--- src/rtl/intersection_pkg.sv ---
// rtl/intersection_pkg.sv - shared states, light encodings and request priority helper
package intersection_pkg;

  typedef enum logic [2:0] {
    ST_LEFT,
    ST_GREEN,
    ST_YELLOW,
    ST_CLEAR,
    ST_PREEMPT
  } state_t;

  // Nibble order is {left, green, yellow, red}
  localparam logic [3:0] LIGHT_LEFT   = 4'b1001;
  localparam logic [3:0] LIGHT_GREEN  = 4'b0100;
  localparam logic [3:0] LIGHT_YELLOW = 4'b0010;
  localparam logic [3:0] LIGHT_RED    = 4'b0001;

  localparam int MAX_PHASES = 32;

  // Lowest set index wins; returns 0 when nothing is set
  function automatic logic [4:0] lowest_set(input logic [MAX_PHASES-1:0] v);
    logic [4:0] idx;
    idx = '0;
    for (int i = MAX_PHASES - 1; i >= 0; i--) begin
      if (v[i]) idx = 5'(i);
    end
    return idx;
  endfunction

endpackage

--- src/rtl/intersection_if.sv ---
// rtl/intersection_if.sv - emergency request and signal-head bundle of one intersection
interface intersection_if #(
  parameter int N_PHASES = 2
);
  localparam int PW = (N_PHASES > 1) ? $clog2(N_PHASES) : 1;

  logic [N_PHASES-1:0]   emergency;
  logic [4*N_PHASES-1:0] lights;
  logic [PW-1:0]         phase;
  logic                  preempt;

  modport master (output emergency, input lights, input phase, input preempt);
  modport slave  (input emergency, output lights, output phase, output preempt);
endinterface

--- src/rtl/dwell_timer.sv ---
// rtl/dwell_timer.sv - dwell counter; done flags the last cycle of the selected duration
module dwell_timer #(
  parameter int CNT_W = 5
) (
  input  logic             clk,
  input  logic             rst_n,
  input  logic             clear,
  input  logic             en,
  input  logic [CNT_W-1:0] dur,
  output logic             done
);

  logic [CNT_W-1:0] count;

  always_ff @(posedge clk or negedge rst_n) begin
    if (!rst_n) begin
      count <= '0;
    end else if (clear) begin
      count <= '0;
    end else if (en) begin
      count <= count + CNT_W'(1);
    end
  end

  assign done = (count == dur - CNT_W'(1));

endmodule

--- src/rtl/intersection_ctrl.sv ---
// rtl/intersection_ctrl.sv - multi-phase light sequencer with emergency pre-emption
module intersection_ctrl
  import intersection_pkg::*;
#(
  parameter int N_PHASES   = 2,
  parameter int LEFT_CYC   = 5,
  parameter int GREEN_CYC  = 10,
  parameter int YELLOW_CYC = 3,
  parameter int CLEAR_CYC  = 1,
  parameter int CNT_W      = 5
) (
  input  logic          clk,
  input  logic          rst_n,
  intersection_if.slave io
);

  localparam int PW = (N_PHASES > 1) ? $clog2(N_PHASES) : 1;

  state_t                state, state_n;
  logic [PW-1:0]         phase_r, phase_n, target, target_n, next_phase, req_idx;
  logic                  pend, pend_n, post, post_n;
  logic                  emer_any, pend_set, done;
  logic [CNT_W-1:0]      dur;
  logic [4*N_PHASES-1:0] lights;

  assign emer_any   = |io.emergency;
  assign req_idx    = PW'(lowest_set(MAX_PHASES'(io.emergency)));
  assign pend_set   = emer_any && !pend && (state != ST_PREEMPT);
  assign target_n   = pend_set ? req_idx : target;
  assign next_phase = (phase_r == PW'(N_PHASES - 1)) ? '0 : phase_r + PW'(1);

  always_comb begin
    dur = CNT_W'(CLEAR_CYC);
    case (state)
      ST_LEFT:   dur = CNT_W'(LEFT_CYC);
      ST_GREEN:  dur = CNT_W'(GREEN_CYC);
      ST_YELLOW: dur = CNT_W'(YELLOW_CYC);
      default:   dur = CNT_W'(CLEAR_CYC);
    endcase
  end

  dwell_timer #(.CNT_W(CNT_W)) u_timer (
    .clk   (clk),
    .rst_n (rst_n),
    .clear (state_n != state),
    .en    (state != ST_PREEMPT),
    .dur   (dur),
    .done  (done)
  );

  always_comb begin
    state_n = state;
    phase_n = phase_r;
    pend_n  = pend | pend_set;
    post_n  = post;
    case (state)
      ST_LEFT, ST_GREEN: begin
        // A pending request cuts the dwell short: serve in place or hand off through yellow
        if (pend) begin
          state_n = (phase_r == target) ? ST_PREEMPT : ST_YELLOW;
        end else if (done) begin
          state_n = (state == ST_LEFT) ? ST_GREEN : ST_YELLOW;
        end
      end
      ST_YELLOW: begin
        if (done) state_n = ST_CLEAR;
      end
      ST_CLEAR: begin
        if (done) begin
          post_n = 1'b0;
          if (pend || emer_any) begin
            state_n = ST_PREEMPT;
            phase_n = target_n;
          end else begin
            state_n = ST_LEFT;
            phase_n = next_phase;
          end
        end
      end
      ST_PREEMPT: begin
        if (!io.emergency[target]) begin
          state_n = ST_YELLOW;
          post_n  = 1'b1;
        end
      end
      default: state_n = ST_LEFT;
    endcase
    if (state_n == ST_PREEMPT) pend_n = 1'b0;
  end

  always_ff @(posedge clk or negedge rst_n) begin
    if (!rst_n) begin
      state   <= ST_LEFT;
      phase_r <= '0;
      target  <= '0;
      pend    <= 1'b0;
      post    <= 1'b0;
    end else begin
      state   <= state_n;
      phase_r <= phase_n;
      target  <= target_n;
      pend    <= pend_n;
      post    <= post_n;
    end
  end

  // Moore decode: only the owning approach ever leaves red
  always_comb begin
    for (int p = 0; p < N_PHASES; p++) begin
      lights[4*p +: 4] = LIGHT_RED;
      if (PW'(p) == phase_r) begin
        case (state)
          ST_LEFT:    lights[4*p +: 4] = LIGHT_LEFT;
          ST_GREEN:   lights[4*p +: 4] = LIGHT_GREEN;
          ST_YELLOW:  lights[4*p +: 4] = LIGHT_YELLOW;
          ST_PREEMPT: lights[4*p +: 4] = LIGHT_GREEN;
          default:    lights[4*p +: 4] = LIGHT_RED;
        endcase
      end
    end
  end

  assign io.lights  = lights;
  assign io.phase   = phase_r;
  assign io.preempt = pend | (state == ST_PREEMPT) | post;

endmodule

--- src/flat_wrapper.sv ---
// flat-port wrapper written by rule: the top's interface ports become plain ports
module intersection_ctrl_flat import intersection_pkg::*;
#(
  parameter int N_PHASES   = 2,
  parameter int LEFT_CYC   = 5,
  parameter int GREEN_CYC  = 10,
  parameter int YELLOW_CYC = 3,
  parameter int CLEAR_CYC  = 1,
  parameter int CNT_W      = 5
)
  (clk, rst_n, io_emergency, io_lights, io_phase, io_preempt);
  intersection_if #(.N_PHASES(N_PHASES)) io_i ();
  input  logic clk;
  input  logic rst_n;
  input wire logic [$bits(io_i.emergency)-1:0] io_emergency;
  output wire logic [$bits(io_i.lights)-1:0] io_lights;
  output wire logic [$bits(io_i.phase)-1:0] io_phase;
  output wire logic [$bits(io_i.preempt)-1:0] io_preempt;
  assign io_i.emergency = io_emergency;
  assign io_lights = io_i.lights;
  assign io_phase = io_i.phase;
  assign io_preempt = io_i.preempt;
  intersection_ctrl #(.N_PHASES(N_PHASES), .LEFT_CYC(LEFT_CYC), .GREEN_CYC(GREEN_CYC), .YELLOW_CYC(YELLOW_CYC), .CLEAR_CYC(CLEAR_CYC), .CNT_W(CNT_W)) u_core (.clk(clk), .rst_n(rst_n), .io(io_i));
endmodule
--- config.mk ---
export PLATFORM = sky130hd
export DESIGN_NAME = intersection_ctrl_flat
export DESIGN_NICKNAME = d
export VERILOG_FILES = /design/src/rtl/intersection_pkg.sv /design/src/rtl/intersection_if.sv /design/src/rtl/dwell_timer.sv /design/src/rtl/intersection_ctrl.sv /design/src/flat_wrapper.sv
export SDC_FILE = /design/constraint.sdc
export NUM_CORES = 1
export LEC_CHECK = 0
export CAP_MARGIN = 30
export CORE_MARGIN = 10
export CORE_UTILIZATION = 52
export CTS_BUF_LIST = sky130_fd_sc_hd__clkbuf_4 sky130_fd_sc_hd__clkbuf_8 sky130_fd_sc_hd__clkbuf_16
export DETAILED_ROUTE_END_ITERATION = 10
export PLACE_DENSITY_LB_ADDON = 0.12
export SLEW_MARGIN = 20
export SYNTH_ARGS = -nofsm -noshare
export SYNTH_HDL_FRONTEND = slang
export SYNTH_HIERARCHICAL = 1
export SYNTH_SLANG_ARGS = --single-unit
--- constraint.sdc ---
create_clock -name clk -period 5.83 [get_ports clk]
set_clock_uncertainty 0.15 [all_clocks]
set_input_delay 1.166 -clock clk [delete_from_list [all_inputs] [get_ports clk]]
set_output_delay 1.166 -clock clk [all_outputs]
set_load 0.02 [all_outputs]
Yosys cells after proc, flatten, opt, wreduce, memory -nomap -nowiden
Index checks and enable logic that the tools add are counted.
{ "totals": {"inputBits": 4, "elab_cells": 62, "output_inout_bits": 10, "register_bits": 12} }
{ "op_classes": {"n_reduce_logical": 12, "n_lt_le_gt_ge": 1, "addsub": 3, "muxes": 26, "n_eq_ne": 11, "bitwise_logic": 3} }
{ "ops": {"columns": ["operator", "count"], "rows": [
  ["$pmux 4 s3", 2],
  ["$mux 3", 7],
  ["$pmux 3 s4", 1],
  ["$mux 1", 10],
  ["$mux 5", 2],
  ["$mux 4", 2],
  ["$eq 3x2->1 const B", 2],
  ["$eq 3x3->1 const B", 2],
  ["$reduce_or 2->1", 3],
  ["$add 5x1->5 const B", 1],
  ["$eq 5x5->1", 1],
  ["$sub 5x1->5 const B", 1],
  ["$reduce_bool 2->1", 2],
  ["$eq 3x1->1 const B", 1],
  ["$logic_not 3->1", 1],
  ["$ne 3x3->1", 1],
  ["$ne 3x3->1 const B", 1],
  ["$or 1x1->1", 3],
  ["$reduce_and 3->1", 1],
  ["$logic_and 1x1->1", 2],
  ["$lt 1x2->1 const B", 1],
  ["$mux 2", 1],
  ["$ne 2x1->1 const B", 1],
  ["$ne 2x2->1 const B", 1],
  ["other kinds (6)", 6]
]} }

Depth between registers and ports, before layout
{ "depth": {"depth_word": 9, "ltp_mapped": 13, "depth_no_buf": 12} }

Cells and area by module
The synthesis kept the hierarchy.
{ "by_module_without_submodules": {"columns": ["module", "cells_each", "instances", "seq_area_each_um2", "area_per_inst_um2"], "rows": [
  ["intersection_ctrl", 68, 1, 175.2, 530.5],
  ["dwell_timer", 36, 1, 125.1, 347.8]
]} }

Worst setup path after synthesis
No wires, ideal clock.
{ "synth_path": {"path_kind": "register to register", "startpoint": "reg u_core.state[0]", "endpoint": "reg u_core.u_timer.count[0]", "arrival_time_ps": 2641, "path_buffers": 1, "setup_slack_ps": 2915, "stages_incl_launch_ff": 13, "path_cell_list": "dfrtp_1 -> buf_4 -> xnor2_1 -> nor2_1 -> inv_1 -> ha_1 -> nor2b_1 -> or3_1 -> a311oi_1 -> nand2_1 -> o31ai_1 -> nand4b_1 -> nor2_1"} }
{ "synth_via": {"elab_chain_cells": 9, "elab_cells_between_ends": 20, "cone_classes": "1 x add/sub; 7 x eq/ne; 9 x mux; 3 x reduce/logical"} }
{ "synth_lines": {"columns": ["element", "line", "rtl"], "rows": [
  ["start: declaration", "intersection_ctrl.sv:19", "state_t state, state_n;"],
  ["start signal: assignment", "intersection_ctrl.sv:99", "state <= state_n;"],
  ["$eq 3x2->1, or another cell as far along", "intersection_ctrl.sv:34", "case (state)"],
  ["$pmux 4 s3 (*)", "intersection_ctrl.sv:34", null],
  ["named net u_core.dur[1]", "intersection_ctrl.sv:23", "logic [CNT_W-1:0] dur;"],
  ["$sub 5x1->5 (*)", "dwell_timer.sv:25", "assign done = (count == dur - CNT_W'(1));"],
  ["$eq 5x5->1 (*)", "dwell_timer.sv:25", null],
  ["named net u_core.done", "intersection_ctrl.sv:22", "logic emer_any, pend_set, done;"],
  ["$mux 3", "intersection_ctrl.sv:61", "end else if (done) begin"],
  ["$mux 3", "intersection_ctrl.sv:59", "if (pend) begin"],
  ["$pmux 3 s4 (*)", "intersection_ctrl.sv:56", "case (state)"],
  ["$ne 3x3->1 (*)", "intersection_ctrl.sv:45", ".clear (state_n != state),"],
  ["$mux 5 or $reduce_bool 2->1 (tied branches)", null, null],
  ["end signal: assignment", "dwell_timer.sv:21", "count <= count + CNT_W'(1);"],
  ["end: declaration", "dwell_timer.sv:13", "logic [CNT_W-1:0] count;"]
]} }
The timed path passes the listed nets; every way through them passes the cells marked *.
A chain may end at the register's enable or synchronous reset.

Worst setup path after layout
Same ends and word-level chain as after synthesis.

==> results by group <==
Clock tree
  • Clock transition at path regs: 0.08 ns
  • CTS tree: done
  • Post-cts sizing count: 0
  • Post-CTS Setup Repair Bufs: 0
  • CTS Buf Count: 3
  • CTS H-Tree Depth: 1
  • Clock latency on the worst-skew pair: 0.27 ns
  • # clock sinks: 12
  • Hold buffers post-CTS: 0
  • Clock buffer depth: 2
  • Clock root buffer: clkbuf_4

Critical path
  • Crit path kind: reg2reg
  • Critical Path Max Stage Delay: 0.53 ns
  • CP arrival: 3.41 ns
  • Critical Path RT: 5.83 ns
  • Crit Path Max Fanout: 11
  • Critical Path, Cell by Cell: xnor2_1 -> nor2_1 -> inv_1 -> ha_1 -> nor2b_1 -> or3_1 -> a311oi_1 -> nand2_1 -> o31ai_1 -> nand4b_1 -> nor2_1
  • Most used cell along the critical path: nor2_1
  • Slowest cell on crit path: dfrtp_1
  • Setup crit end kind: flip-flop
  • Top delay family on crit path: simple AND/OR/NAND/NOR gates
  • Crit path launch type: flip-flop
  • CP bufs+invs: 1

Finish
  • Fillers: 144
  • Most common cell after layout, fill and taps aside: nor2_1
  • Layout cells sized above 1: 5.17%
  • Most frequent cells in the layout: nor2_1 (14), clkdlybuf4s50_1 (13), dfrtp_1 (12)
  • Nets: 123
  • Area delta synth->final: 18.4%
  • Ant. Diodes: 0

Power and ir drop
  • Sequential share of power: 29.4%
  • Clk pwr share: 11.6%
  • LEAKAGE: 0.000464 µW
  • Max IR drop VDD: 286 µV
  • Cell area power density: 546 mW/mm²
  • Power Internal: 307 µW
  • Sw frac: 46.0%
  • Logic gate share of total power: 59.0%
  • Switching pwr: 261 µW

Logic synthesis
  • Sequential area share after synthesis: 34.2%
  • Area fraction of the dominant cell type after synthesis: 34.2%
  • #FFs+latches synth: 12
  • Synth top area cells: dfrtp_1 (34%), xnor2_1 (8.0%), nor2_1 (6.0%), xor2_1 (5.0%), mux2i_1 (3.4%)
  • Top cell type by total area after synthesis: dfrtp_1
  • Mapped Area: 878 µm²
  • Synth warn: 6
  • Syn_nets: 110
  • Syn Inst Count: 104
  • Yosys cell types: 36
  • Mean Syn Cell Area: 8.45 µm²

Drt
  • # DRC: 0
  • Detailed Route WL: 1800 µm
  • Post-DR vias/cell: 5.60
  • Initial DRC count: 12
  • Wire length per cell: 13.7 µm
  • TritonRoute pass-1 iters: 4
  • Routed Antenna Nets: 0
  • Total number of vias: 739

Timing
  • FMAX: 293 MHz
  • WHS: 0.404 ns
  • Max Slew Vio Count: 0
  • Unrepaired setup endpoints after global routing: false
  • Final number of setup-violating endpoints: 0
  • Worst Tran Pin Value: 0.534 ns
  • Tcrit/Tclk final: 58.4%
  • Endpoints failing hold: 0
  • Setup TNS: 0 ns
  • Min cycle time layout: 3.41 ns
  • Max_slew headroom: 64.3%

GRT
  • Largest net degree at the start of global routing: 13
  • Vias in the first global route: 684
  • Global-route wire length before repair: 2880 µm
  • Initial antenna violation count: 0
  • GR Util met3: 2.06%
  • Layer with the highest usage: met2
  • Grt met1 use: 11.8%
  • Gr usage total: 10.1%
  • Met2 Use GR: 16.4%
  • Global route overflow: 0

Place
  • DP HPWL: 1390 µm
  • RD Place Congestion: 0.815
  • Port bufs: 13

Floorplan
  • Cell row count: 14
  • Die Y: 61.1 µm
  • Io pins: 14
  • Die area: 0.00373 mm²
  • Core area: 0.00156 mm²
  • Die Wd: 61.1 µm
  • Initial Util: 56.3%

Outcome
  • Status: finished clean

Run
  • Max-cap violations: 0

Hold path
  • HP Class: reg2reg
==> logic make-up (layout without fill, tap and decap cells) <==
family / after synthesis / in the layout / synth area share, %
xor+xnor: 13 / 13 / 13.0
buf+inv: 11 / 23 / 5.41
other cells: 1 / 1 / 0.427
fa+ha+maj: 2 / 2 / 2.85
mux: 3 / 3 / 3.42
flops: 12 / 12 / 34.2
compound gates: 16 / 16 / 12.4
simple gates: 46 / 46 / 28.3
==> registers in the layout, indices dropped and copies added (netlist names) <==
signal and count:
u_core/io.phase 1, u_core/pend 1, u_core/post 1, u_core/state 3
u_core/target 1, u_core/u_timer/count 5
==> metrics by stage <==
| step | std cells | worst slack (ns) | cell area (µm²) | total power, µW | util [%] |
|---|---|---|---|---|---|
| 4_1_cts | 132 | 2.42 | 1040 | 569 | 66.7 |
| 5_1_grt | 132 | 2.12 | 1040 | 614 | 66.7 |
| 3_3_place_gp | 128 | 2.60 | 1000 | 492 | 64.4 |
| 2_1_floorplan | 104 | 2.91 | 878 | 401 | - |
| 6_report | 132 | 2.42 | 1040 | 567 | 66.7 |
| 3_5_place_dp | 128 | 2.48 | 1000 | 501 | 64.4 |
==> tightest hold or removal path, delay by kind of cell (launching register included) <==
family	cells	cell delay, ns
AOI/OAI and AO/OA	1	0.09
buffers and inverters	1	0.06
DFF	1	0.36
==> cell usage after synthesis <==
cell / number
o21bai_1: 2
and3_1: 1
nand3_1: 2
o21ai_0: 3
a2111o_1: 1
dfrtp_1: 12
nor2b_1: 2
inv_2: 1
ha_1: 2
a311oi_1: 1
and3b_1: 1
nand2_1: 7
a31oi_1: 2
conb_1: 1
and2_1: 3
o21ai_1: 2
xor2_1: 5
or3_1: 1
nor3_1: 6
mux2i_1: 3
nand4_1: 2
xnor2_1: 8
and4bb_1: 1
buf_4: 1
nand2b_1: 3
a21oi_1: 1
a2bb2oi_1: 1
nor2_1: 14
o31ai_1: 2
nor4_1: 1
nor3b_4: 1
buf_2: 2
clkbuf_1: 2
inv_1: 5
o211ai_1: 1
nand4b_1: 1
==> layer usage <==
layer	wire, µm	vias to the layer above
li1	-	384
met1	886	334
met2	818	17
met3	72	4
met4	26	0
met5	0	-
==> final cells by class <==
cell class / count / area, µm² / area share, %
tap: 16 / 20.0 / 1.93
sequential: 12 / 300 / 28.9
timing repair buffer: 13 / 130 / 12.5
multi-input combinational: 81 / 531 / 51.0
inverter: 6 / 22.5 / 2.17
clock buffer: 4 / 36.3 / 3.49
==> power by group through the flow <==
stage | Clock [µW] | Sequential, µW | Combinational, µW
6_report | 66.0 | 167 | 335
5_1_grt | 71.9 | 173 | 369
4_1_cts | 66.8 | 165 | 337
3_5_place_dp | 0 | 167 | 334
3_3_place_gp | 0 | 165 | 327
2_1_floorplan | 0 | 134 | 267
==> path summary, 6_finish.rpt <==
check / from / to / slack [ns] / depth (start not counted)
worst max-delay path: u_core/state[0] / u_core/u_timer/count[0] / 2.42 / 11
worst min-delay path: u_core/post / u_core/post / 0.40 / 2
worst max register to register: u_core/state[0] / u_core/u_timer/count[0] / 2.42 / 11
worst min register to register: u_core/post / u_core/post / 0.40 / 2
max in group asynchronous: rst_n / u_core/u_timer/count[2] / 4.08 / 1
min in group asynchronous: rst_n / u_core/state[2] / 1.09 / 1
Power figures use the tool's default switching activity.
